--- src/rtl/mem_stage.sv ---
// mem_stage: memory-access stage of the 5-stage RV32 pipeline.
// Consumes the EX/MEM register, performs word loads/stores over a
// variable-latency req/ack data port, stalls upstream while an access is
// outstanding, and registers the selected write-back value into MEM/WB.
// Misaligned accesses and accesses exceeding TIMEOUT busy cycles are flagged.
//
// Ports:
//   clk, reset                 clock, async active-high reset
//   ctrl_mem[4:0]              {mem_read, mem_write, reg_write, wb_sel[1:0]}
//   rd_mem, alu_result,        EX/MEM payload (dest tag, address/ALU value,
//   write_data1, pc4_mem         store data, link value)
//   stall                      combinational upstream hold
//   dmem_req/we/addr/wdata     registered data-memory request
//   dmem_rdata, dmem_ack       data-memory response
//   ctrl_wb, rd_wb, wb_data    registered MEM/WB payload
//   misaligned, bus_err        one-cycle error pulses aligned with MEM/WB
module mem_stage #(
    parameter int unsigned TIMEOUT = 16
) (
    input  logic        clk,
    input  logic        reset,
    input  logic [4:0]  ctrl_mem,
    input  logic [31:0] rd_mem,
    input  logic [31:0] alu_result,
    input  logic [31:0] write_data1,
    input  logic [31:0] pc4_mem,
    output logic        stall,
    output logic        dmem_req,
    output logic        dmem_we,
    output logic [31:0] dmem_addr,
    output logic [31:0] dmem_wdata,
    input  logic [31:0] dmem_rdata,
    input  logic        dmem_ack,
    output logic [2:0]  ctrl_wb,
    output logic [31:0] rd_wb,
    output logic [31:0] wb_data,
    output logic        misaligned,
    output logic        bus_err
);

    localparam int unsigned CNT_W = $clog2(TIMEOUT) + 1;
    localparam logic [CNT_W-1:0] CNT_LAST = CNT_W'(TIMEOUT - 1);

    typedef enum logic {
        S_IDLE = 1'b0,
        S_BUSY = 1'b1
    } state_e;

    state_e             state_q, state_d;
    logic [CNT_W-1:0]   cnt_q, cnt_d;
    logic               req_q, req_d;
    logic               we_q, we_d;
    logic [31:0]        addr_q, addr_d;
    logic [31:0]        wdata_q, wdata_d;
    logic [2:0]         ctrl_wb_q, ctrl_wb_d;
    logic [31:0]        rd_wb_q, rd_wb_d;
    logic [31:0]        wb_data_q, wb_data_d;
    logic               mis_q, mis_d;
    logic               berr_q, berr_d;
    logic               stall_c;

    logic               mem_op;
    logic               aligned;
    logic               timeout_hit;
    logic [31:0]        plain_wb;

    // Decode of the EX/MEM payload shared by every state.
    always_comb begin
        mem_op      = ctrl_mem[4] | ctrl_mem[3];
        aligned     = (alu_result[1:0] == 2'b00);
        timeout_hit = (cnt_q == CNT_LAST);
        plain_wb    = (ctrl_mem[1:0] == 2'b10) ? pc4_mem : alu_result;
    end

    // Next-state and registered-output selection.
    always_comb begin
        state_d   = state_q;
        cnt_d     = cnt_q;
        req_d     = req_q;
        we_d      = we_q;
        addr_d    = addr_q;
        wdata_d   = wdata_q;
        ctrl_wb_d = 3'b000;
        rd_wb_d   = 32'h0;
        wb_data_d = 32'h0;
        mis_d     = 1'b0;
        berr_d    = 1'b0;
        stall_c   = 1'b0;

        case (state_q)
            S_IDLE: begin
                cnt_d = '0;
                if (!mem_op) begin
                    ctrl_wb_d = ctrl_mem[2:0];
                    rd_wb_d   = rd_mem;
                    wb_data_d = plain_wb;
                end else if (!aligned) begin
                    mis_d     = 1'b1;
                    ctrl_wb_d = {1'b0, ctrl_mem[1:0]};
                    rd_wb_d   = rd_mem;
                    wb_data_d = plain_wb;
                end else begin
                    // Accept: MEM/WB gets a bubble while the request is issued.
                    stall_c = 1'b1;
                    req_d   = 1'b1;
                    we_d    = ctrl_mem[3];
                    addr_d  = {alu_result[31:2], 2'b00};
                    wdata_d = write_data1;
                    state_d = S_BUSY;
                end
            end
            S_BUSY: begin
                if (dmem_ack) begin
                    // Ack takes priority over a coincident timeout.
                    req_d     = 1'b0;
                    cnt_d     = '0;
                    state_d   = S_IDLE;
                    ctrl_wb_d = ctrl_mem[2:0];
                    rd_wb_d   = rd_mem;
                    wb_data_d = (!we_q && ctrl_mem[1:0] == 2'b01) ? dmem_rdata : plain_wb;
                end else if (timeout_hit) begin
                    // Abandon the access; stall drops so upstream can advance.
                    req_d     = 1'b0;
                    cnt_d     = '0;
                    state_d   = S_IDLE;
                    berr_d    = 1'b1;
                    ctrl_wb_d = {1'b0, ctrl_mem[1:0]};
                    rd_wb_d   = rd_mem;
                    wb_data_d = plain_wb;
                end else begin
                    stall_c = 1'b1;
                    cnt_d   = cnt_q + CNT_W'(1);
                end
            end
            default: begin
                state_d = S_IDLE;
                cnt_d   = '0;
                req_d   = 1'b0;
            end
        endcase
    end

    // State and output registers.
    always_ff @(posedge clk or posedge reset) begin
        if (reset) begin
            state_q   <= S_IDLE;
            cnt_q     <= '0;
            req_q     <= 1'b0;
            we_q      <= 1'b0;
            addr_q    <= 32'h0;
            wdata_q   <= 32'h0;
            ctrl_wb_q <= 3'b000;
            rd_wb_q   <= 32'h0;
            wb_data_q <= 32'h0;
            mis_q     <= 1'b0;
            berr_q    <= 1'b0;
        end else begin
            state_q   <= state_d;
            cnt_q     <= cnt_d;
            req_q     <= req_d;
            we_q      <= we_d;
            addr_q    <= addr_d;
            wdata_q   <= wdata_d;
            ctrl_wb_q <= ctrl_wb_d;
            rd_wb_q   <= rd_wb_d;
            wb_data_q <= wb_data_d;
            mis_q     <= mis_d;
            berr_q    <= berr_d;
        end
    end

    // Stall is forced low while reset is held so upstream is released at once.
    assign stall      = stall_c & ~reset;
    assign dmem_req   = req_q;
    assign dmem_we    = we_q;
    assign dmem_addr  = addr_q;
    assign dmem_wdata = wdata_q;
    assign ctrl_wb    = ctrl_wb_q;
    assign rd_wb      = rd_wb_q;
    assign wb_data    = wb_data_q;
    assign misaligned = mis_q;
    assign bus_err    = berr_q;

endmodule

--- config.mk ---
export PLATFORM = sky130hd
export DESIGN_NAME = mem_stage
export DESIGN_NICKNAME = d
export VERILOG_FILES = /design/src/rtl/mem_stage.sv
export SDC_FILE = /design/constraint.sdc
export NUM_CORES = 1
export LEC_CHECK = 0
export ABC_AREA = 0
export BUFFER_PORTS_ARGS = -buffer_cell sky130_fd_sc_hd__buf_2
export CAP_MARGIN = 10
export CORE_AREA = 2 2 119 121
export CTS_CLUSTER_DIAMETER = 120
export CTS_CLUSTER_SIZE = 12
export DETAILED_ROUTE_END_ITERATION = 10
export DIE_AREA = 0 0 121 123
export GPL_TIMING_DRIVEN = 0
export HOLD_SLACK_MARGIN = 0.02
export PLACE_DENSITY_LB_ADDON = 0.08
export SLEW_MARGIN = 20
export SYNTH_ARGS = -nofsm -noshare
export SYNTH_HDL_FRONTEND = slang
export SYNTH_SLANG_ARGS = --single-unit
--- constraint.sdc ---
create_clock -name clk -period 5.9 [get_ports clk]
set_clock_uncertainty 0.2 [all_clocks]
set_input_delay 0.59 -clock clk [delete_from_list [all_inputs] [get_ports clk]]
set_output_delay 0.59 -clock clk [all_outputs]
set_load 0.02 [all_outputs]
==> key figures, run 1 <==
Global route
  • Overflow after GRT: 0
  • Pin count of the biggest net entering global routing: 91
  • First-pass GRT wire length: 23.9 mm
  • Tot GR Track Use: 21.5%
  • Vias in the first global route: 4,640
  • Initial antenna violation count: 0

Clocking
  • Clk sinks: 139
  • Root buffer cell: clkbuf_16
  • Clock Tree Buf Depth: 2
  • Setup bufs post-CTS: 0
  • Post-CTS Resized: 0
  • Cts hold-fix bufs: 1
  • Clock slew at reported path FFs: 0.05 ns
  • CTS HTree Levels: 4
  • Clk Latency, worst-skew pair: 0.41 ns
  • Total CTS buffers: 17
  • CTS tree: built

STA
  • Tmin final: 2.98 ns
  • Slew Limit Fails: 0
  • Slew @ Worst Pin: 0.956 ns
  • TNS Setup: 0 ns
  • Max-slew headroom at the worst pin: 36.1%
  • Final period util: 50.5%
  • Fin. Hold Viols: 0
  • Hold Worst Slack: 0.179 ns
  • # setup viols final: 0
  • Unrepaired setup endpoints after global routing: no
  • Setup ws final: 2.92 ns
  • F_max: 0.335 GHz

Setup path
  • RR Endpoint: wb_data[23]
  • Critical Path Slowest Stage Cell: dfrtp_1
  • Crit-path max FO: 10
  • Worst-path cell chain: ha_1 > and4b_1 > o32a_1 > buf_2 > clkbuf_1 > nor2_1 > buf_2
  • FF-to-FF path depth: 6
  • Crit Path Class: reg -> out
  • CP max stage delay: 0.36 ns
  • Worst setup startpoint: cnt_q[0]
  • RR Startpoint: cnt_q[0]
  • Worst EP required: 5.11 ns
  • R2R setup slack: 3.54 ns
  • Crit end category: output pin
  • CP arrival: 2.19 ns
  • Crit path top cell by count: buf_2
  • CP Launch Type: flop

Floorplanning
  • Die Area: 0.0149 sq mm
  • Core ar.: 0.0136 sq mm
  • Rows: 43
  • Boundary pin count: 304
  • Die Y: 123 um
  • Initial Util: 41.3%
  • DIE WIDTH: 121 um

Placed design
  • Placed cell areas: 0.00739 sq mm
  • Port buffer count: 301
  • Post-placement setup slack: 3.04 ns
  • Dpl cells: 874
  • Placer Congestion: 0.826
  • DP HPWL: 12.0 mm

Logic synthesis
  • Post-synth EDFFs: 0
  • Flops & latches, synth: 139
  • Synth area leaders: dfrtp_1 62%, mux2_2 11%, mux2i_1 5.7%
  • Yosys cell types: 37
  • Main synth FF type: dfrtp_1
  • Syn avg cell area: 14.4 sq um
  • Main combinational cell family by area after synthesis: multiplexers
  • Syn Std Cell Area: 0.00562 sq mm
  • Post-synthesis xor/xnor area fraction: 0.312%
  • Post-synthesis simple-gate area fraction: 6.83%
  • Mapped Cells: 391
  • Sequential-to-total area share from yosys stat: 61.9%
  • Post-synth ARST share: 100%
  • Synth warnings: 0
  • Compound-gate portion of the synthesized area: 8.77%
  • Multiplexer share of the synthesized area: 18.3%
  • Area leader, netlist: dfrtp_1
  • Post-synthesis adder-cell area fraction: 0.223%
  • Post-synth top area share: 61.9%

Route
  • Residual DRC count: 0
  • WL/cell: 17.2 um
  • Initial DRC Count: 116
  • Detailed Routing Iterations Pass 1: 4
  • Vias per cell: 4.82
  • Final antenna-violating net count: 0
  • Final WL: 15.6 mm
  • Vias: 4,362

Finish
  • Post-Layout Cell Count: 905
  • Share of cells above drive strength 1: 57.5%
  • Final instance area: 0.00792 sq mm
  • Layout Area Growth over Synthesis: 41.0%
  • End-of-flow core utilization: 58.2%
  • Nets: 883

Hold path
  • Worst hold-check path type: in -> reg
  • WHS Endpoint: rd_wb[9]
  • Cells on Worst Hold Path: 2
  • Hold_sp: rd_mem[9]

Power
  • Power, Total: 2.83 mW
  • Static Leak: 3.95 nW
  • P per Cell Area: 357 mW/mm^2
  • Peak supply drop: 0.000195 V

Status
  • Status: complete, no violations

Flow run
  • Max cap viols: 0
[critical path, delay by kind of cell (launching register included)]
family	cells	cell delay, ns
DFF	1	0.36
buffers and inverters	3	0.73
AOI/OAI and AO/OA	1	0.16
adders and majority gates	1	0.21
and+or+nand+nor	2	0.31
[cells in the final DEF (no fill, tap or decap), types with 3 or more instances in the layout]
cell | synthesis | routed
buf_2 | 6 | 307
dfrtp_1 | 139 | 139
mux2_2 | 54 | 54
and2_1 | 34 | 34
mux2i_1 | 32 | 32
o2bb2ai_1 | 27 | 27
clkbuf_16 | 0 | 17
o21ai_0 | 15 | 15
o21ai_2 | 13 | 13
buf_6 | 11 | 11
clkbuf_1 | 4 | 11
mux2_1 | 9 | 9
nor2_1 | 7 | 7
nand2_1 | 5 | 5
o31ai_1 | 5 | 5
buf_4 | 3 | 3
[state kept, by name (all words and copies together) (netlist names), 3 cells and up]
| name | cells |
|---|---|
| cnt_q | 5 |
| ctrl_wb | 3 |
| dmem_addr | 30 |
| dmem_wdata | 32 |
| rd_wb | 32 |
| wb_data | 32 |
[final cells by class]
cell class	instances	area [sq um]
fill	1167	5690
sequential	139	3480
clock inverter	3	40.0
multi-input combinational	226	1940
timing repair buffer	303	1540
tap	180	225
clock buffer	26	479
antenna	1	2.50
inverter	3	18.8
buffer	24	191
[metal layers]
metal / GRT usage (%) / share of wire, %
met5: 0 / 0
met4: 8.94 / 2.0
met3: 8.63 / 9.5
met2: 37.6 / 52
met1: 23.0 / 37
[worst max path at each step]
stage                      to  slack, ns  depth (start not counted)
floorplan             bus_err       1.39                          1
global placement    rd_wb[10]      -0.22                          2
detailed placement      stall       3.04                          7
CTS                     stall       2.85                          7
global route            stall       2.73                          7
finish                  stall       2.92                          7
[where the power goes]
group          total [mW]  internal (mW)  switching, mW
Combinational       0.697          0.279          0.418
Sequential           1.17           1.11         0.0631
Clock               0.957          0.593          0.364
[cells in the mapped netlist, types with 2 or more instances]
cell type and instances:
mux2_1 9, nor2b_1 2, nor2_1 7, mux2_2 54, o2bb2ai_1 27, o21ai_0 15
buf_2 6, o21ai_2 13, buf_6 11, dfrtp_1 139, buf_4 3, and2_1 34
inv_1 3, nand3_1 2, nand2_1 5, mux2i_1 32, nor3_1 2, o31ai_1 5
clkbuf_1 4
[logic make-up (layout without fill, tap and decap cells)]
group / count (synthesis) / after routing
AO/OA/AOI/OAI: 64 / 64
XOR/XNOR: 2 / 2
adder cells (fa/ha/maj): 1 / 1
buffers and inverters: 27 / 359
flip-flops: 139 / 139
multiplexers: 95 / 95
other: 1 / 3
AND/OR/NAND/NOR: 62 / 62
Power figures use the tool's default switching activity.
==> inputs of run 2 (changes only) <==
Settings changed: CORE_AREA 2 2 119 121 to default, CORE_MARGIN from default to 2, CORE_UTILIZATION from default to 40, DIE_AREA 0 0 121 123 to default.
Clock period 5.9 ns to 2.4 ns, I/O delays scaled along.
==> run 2 against run 1 <==
Effect of this change: die area rose by 0.91%; total power grew to 2.6 times the previous value; first-iteration DRC count is 72% higher; sequential share of layout area decreased by 8.3 points; clock power grew to 2.7 times the previous value; final cell count up 19%; core utilization up 13 points; sequential power increased by 150%; register-to-register slack got worse by 3.3 ns; highest routed layer unchanged.
==> key figures, run 2 (synthesized netlist as in run 1, its figures left out) <==
Power
  • Combinational share of power: 26.3% (+1.7 points)
  • P per Cell Area: 762 mW/mm^2 (+110%)
  • Net Switching: 2.21 mW (+160%)
  • Static Leak: 4.73 nW (+20%)
  • Peak supply drop: 0.000461 V (+140%)
  • Sw frac: 29.7% (-0.20 points)
  • Internal: 5.24 mW (+160%)
  • Sequential share of power: 38.8% (-2.7 points)
  • Clock power frac: 34.9% (+1.1 points)

Floorplanning
  • Initial Util: 40.7% (-0.64 points)
  • Boundary pin count: 304 (unchanged)
  • Die Y: 123 um (-0.37%)
  • Die Area: 0.0150 sq mm (+0.91%)
  • DIE WIDTH: 123 um (+1.3%)
  • Rows: 43 (unchanged)
  • Core ar.: 0.0138 sq mm (+1.6%)

Global route
  • First-pass GRT wire length: 27.9 mm (+17%)
  • Initial antenna violation count: 0 (unchanged)
  • Vias in the first global route: 5,633 (+21%)
  • Overflow after GRT: 0 (unchanged)
  • Tot GR Track Use: 24.7% (+3.2 points)
  • Pin count of the biggest net entering global routing: 31 (-66%)

STA
  • Final period util: 94.7%
  • Fin. Hold Viols: 0 (unchanged)
  • F_max: 0.440 GHz
  • Setup ws final: 0.127 ns (-2.79 ns)
  • Tmin final: 2.27 ns
  • Max-slew headroom at the worst pin: 57.3% (+21 points)
  • Slew @ Worst Pin: 0.639 ns (-0.317 ns)
  • # setup viols final: 0 (unchanged)
  • Unrepaired setup endpoints after global routing: no
  • Slew Limit Fails: 0 (unchanged)

Finish
  • Fillcell total: 960 (-18%)
  • Most frequent cells in the layout: 306 x buf_2, 170 x dlygate4sd3_1, 139 x dfrtp_1
  • Final instance area: 0.00978 sq mm (+23%)
  • Nets: 1,055 (+19%)
  • Share of cells above drive strength 1: 48.1% (-9.4 points)
  • Commonest non-fill, non-tap cell in the layout: buf_2
  • Layout Area Growth over Synthesis: 74.0%
  • Antenna fix cells: 0 (-1)
  • Post-Layout Cell Count: 1,079 (+19%)

Setup path
  • Crit Path Class: reg -> out
  • CP Launch Type: flop
  • Crit end category: output pin
  • Worst EP required: 1.96 ns (-3.15 ns)
  • Crit-path max FO: 19 (+9)
  • CP arrival: 1.83 ns (-0.36 ns)

Clocking
  • Clock slew at reported path FFs: 0.06 ns (about the same)
  • Clk sinks: 139 (unchanged)
  • Clock Tree Buf Depth: 2 (unchanged)
  • CTS tree: built
  • Root buffer cell: clkbuf_16
  • Setup bufs post-CTS: 0 (unchanged)
  • Total CTS buffers: 17 (unchanged)
  • CTS HTree Levels: 4 (unchanged)
  • Clk Latency, worst-skew pair: 0.41 ns (about the same)

Route
  • WL/cell: 16.8 um (-2.3%)
  • Vias per cell: 4.77 (-1.1%)
  • Final WL: 18.2 mm (+16%)
  • Residual DRC count: 0 (unchanged)
  • Initial DRC Count: 200 (+72%)
  • Final antenna-violating net count: 0 (unchanged)
  • Vias: 5,144 (+18%)
  • Detailed Routing Iterations Pass 1: 5 (+1)

Placed design
  • Dpl cells: 878 (+0.46%)
  • Placer Congestion: 0.794 (-3.9%)
  • DP HPWL: 12.1 mm (+1.1%)
  • Placed cell areas: 0.00747 sq mm (+1.0%)
  • Post-placement setup slack: 0.00876 ns (-3.03 ns)
  • Port buffer count: 301 (unchanged)

Status
  • Status: complete, no violations

Hold path
  • Worst hold-check path type: in -> reg

Flow run
  • Max cap viols: 0 (unchanged)
-- run 2: cell types whose count changed in the layout (fill, tap and decap cells not counted), moves of 2 or more --
cell / change
buf_12: +4
clkbuf_8: +2
clkinvlp_4: +3
clkinv_2: +3
dlygate4sd3_1: +169
clkbuf_1: -9
clkinv_4: +2
-- run 2: final timing paths --
check                                endpoint  startpoint  slack [ns]  cells after the start
worst max-delay path                    stall    cnt_q[0]        0.13                      6
worst min-delay path               wb_data[6]  pc4_mem[6]        0.03                      3
worst max register to register    wb_data[11]    cnt_q[0]        0.27                      6
worst min register to register       cnt_q[0]    cnt_q[0]        0.28                      1
max in group asynchronous       dmem_addr[20]       reset        1.07                      5
min in group asynchronous           rd_wb[30]       reset        0.24                      3
-- run 2: power by group through the flow --
| stage | Clock (mW) | Combinational (mW) | Sequential [mW] |
|---|---|---|---|
| 2_1_floorplan | 0 | 0.519 | 3.42 |
| 3_3_place_gp | 0 | 1.70 | 2.92 |
| 3_5_place_dp | 0 | 1.74 | 2.93 |
| 4_1_cts | 2.66 | 1.96 | 2.89 |
| 5_1_grt | 2.78 | 2.11 | 2.93 |
| 6_report | 2.60 | 1.96 | 2.89 |
-- run 2: final cells by class --
| type | count | area, sq um | share of cell area (%) |
|---|---|---|---|
| tap | 180 | 225 | 2.30 |
| inverter | 3 | 15.0 | 0.153 |
| multi-input combinational | 226 | 1960 | 20.0 |
| clock inverter | 11 | 118 | 1.20 |
| sequential | 139 | 3480 | 35.6 |
| timing repair buffer | 476 | 3320 | 33.9 |
| clock buffer | 21 | 480 | 4.91 |
| buffer | 23 | 195 | 2.00 |
-- run 2: layer usage --
metal	track usage [%]	share of wire (%)	wire length [um]
met5	0	0	0
met4	8.98	2.1	376
met3	8.27	8.0	1450
met2	44.4	52	9520
met1	26.9	38	6830
-- run 2: repair_timing --
action                                  in CTS  in global routing
gates cloned                                 0                  0
endpoints found under the setup margin       2                  4
resized for setup                            2                  3
hold buffers                               170                  0
endpoints found under the hold margin      248                  0
-- run 2: worst max-delay path, cell delays in order (launching register included) --
cell	delay, ns
dfrtp_1	0.40
ha_2	0.21
and4b_1	0.20
o32a_1	0.19
buf_6	0.17
nor2_1	0.09
buf_2	0.16
-- run 2: stage by stage --
stage	hold WS (ns)	setup TNS (ns)	total power, mW	utilization, %
final	0.0294	0	7.46	70.8
after global routing	0.0450	0	7.82	70.8
after CTS	0.0216	0	7.51	70.6
after detailed placement	0.0977	0	4.67	54.0
after global placement	0.246	-93.05	4.62	53.2
after floorplan	0.155	0	3.94	-
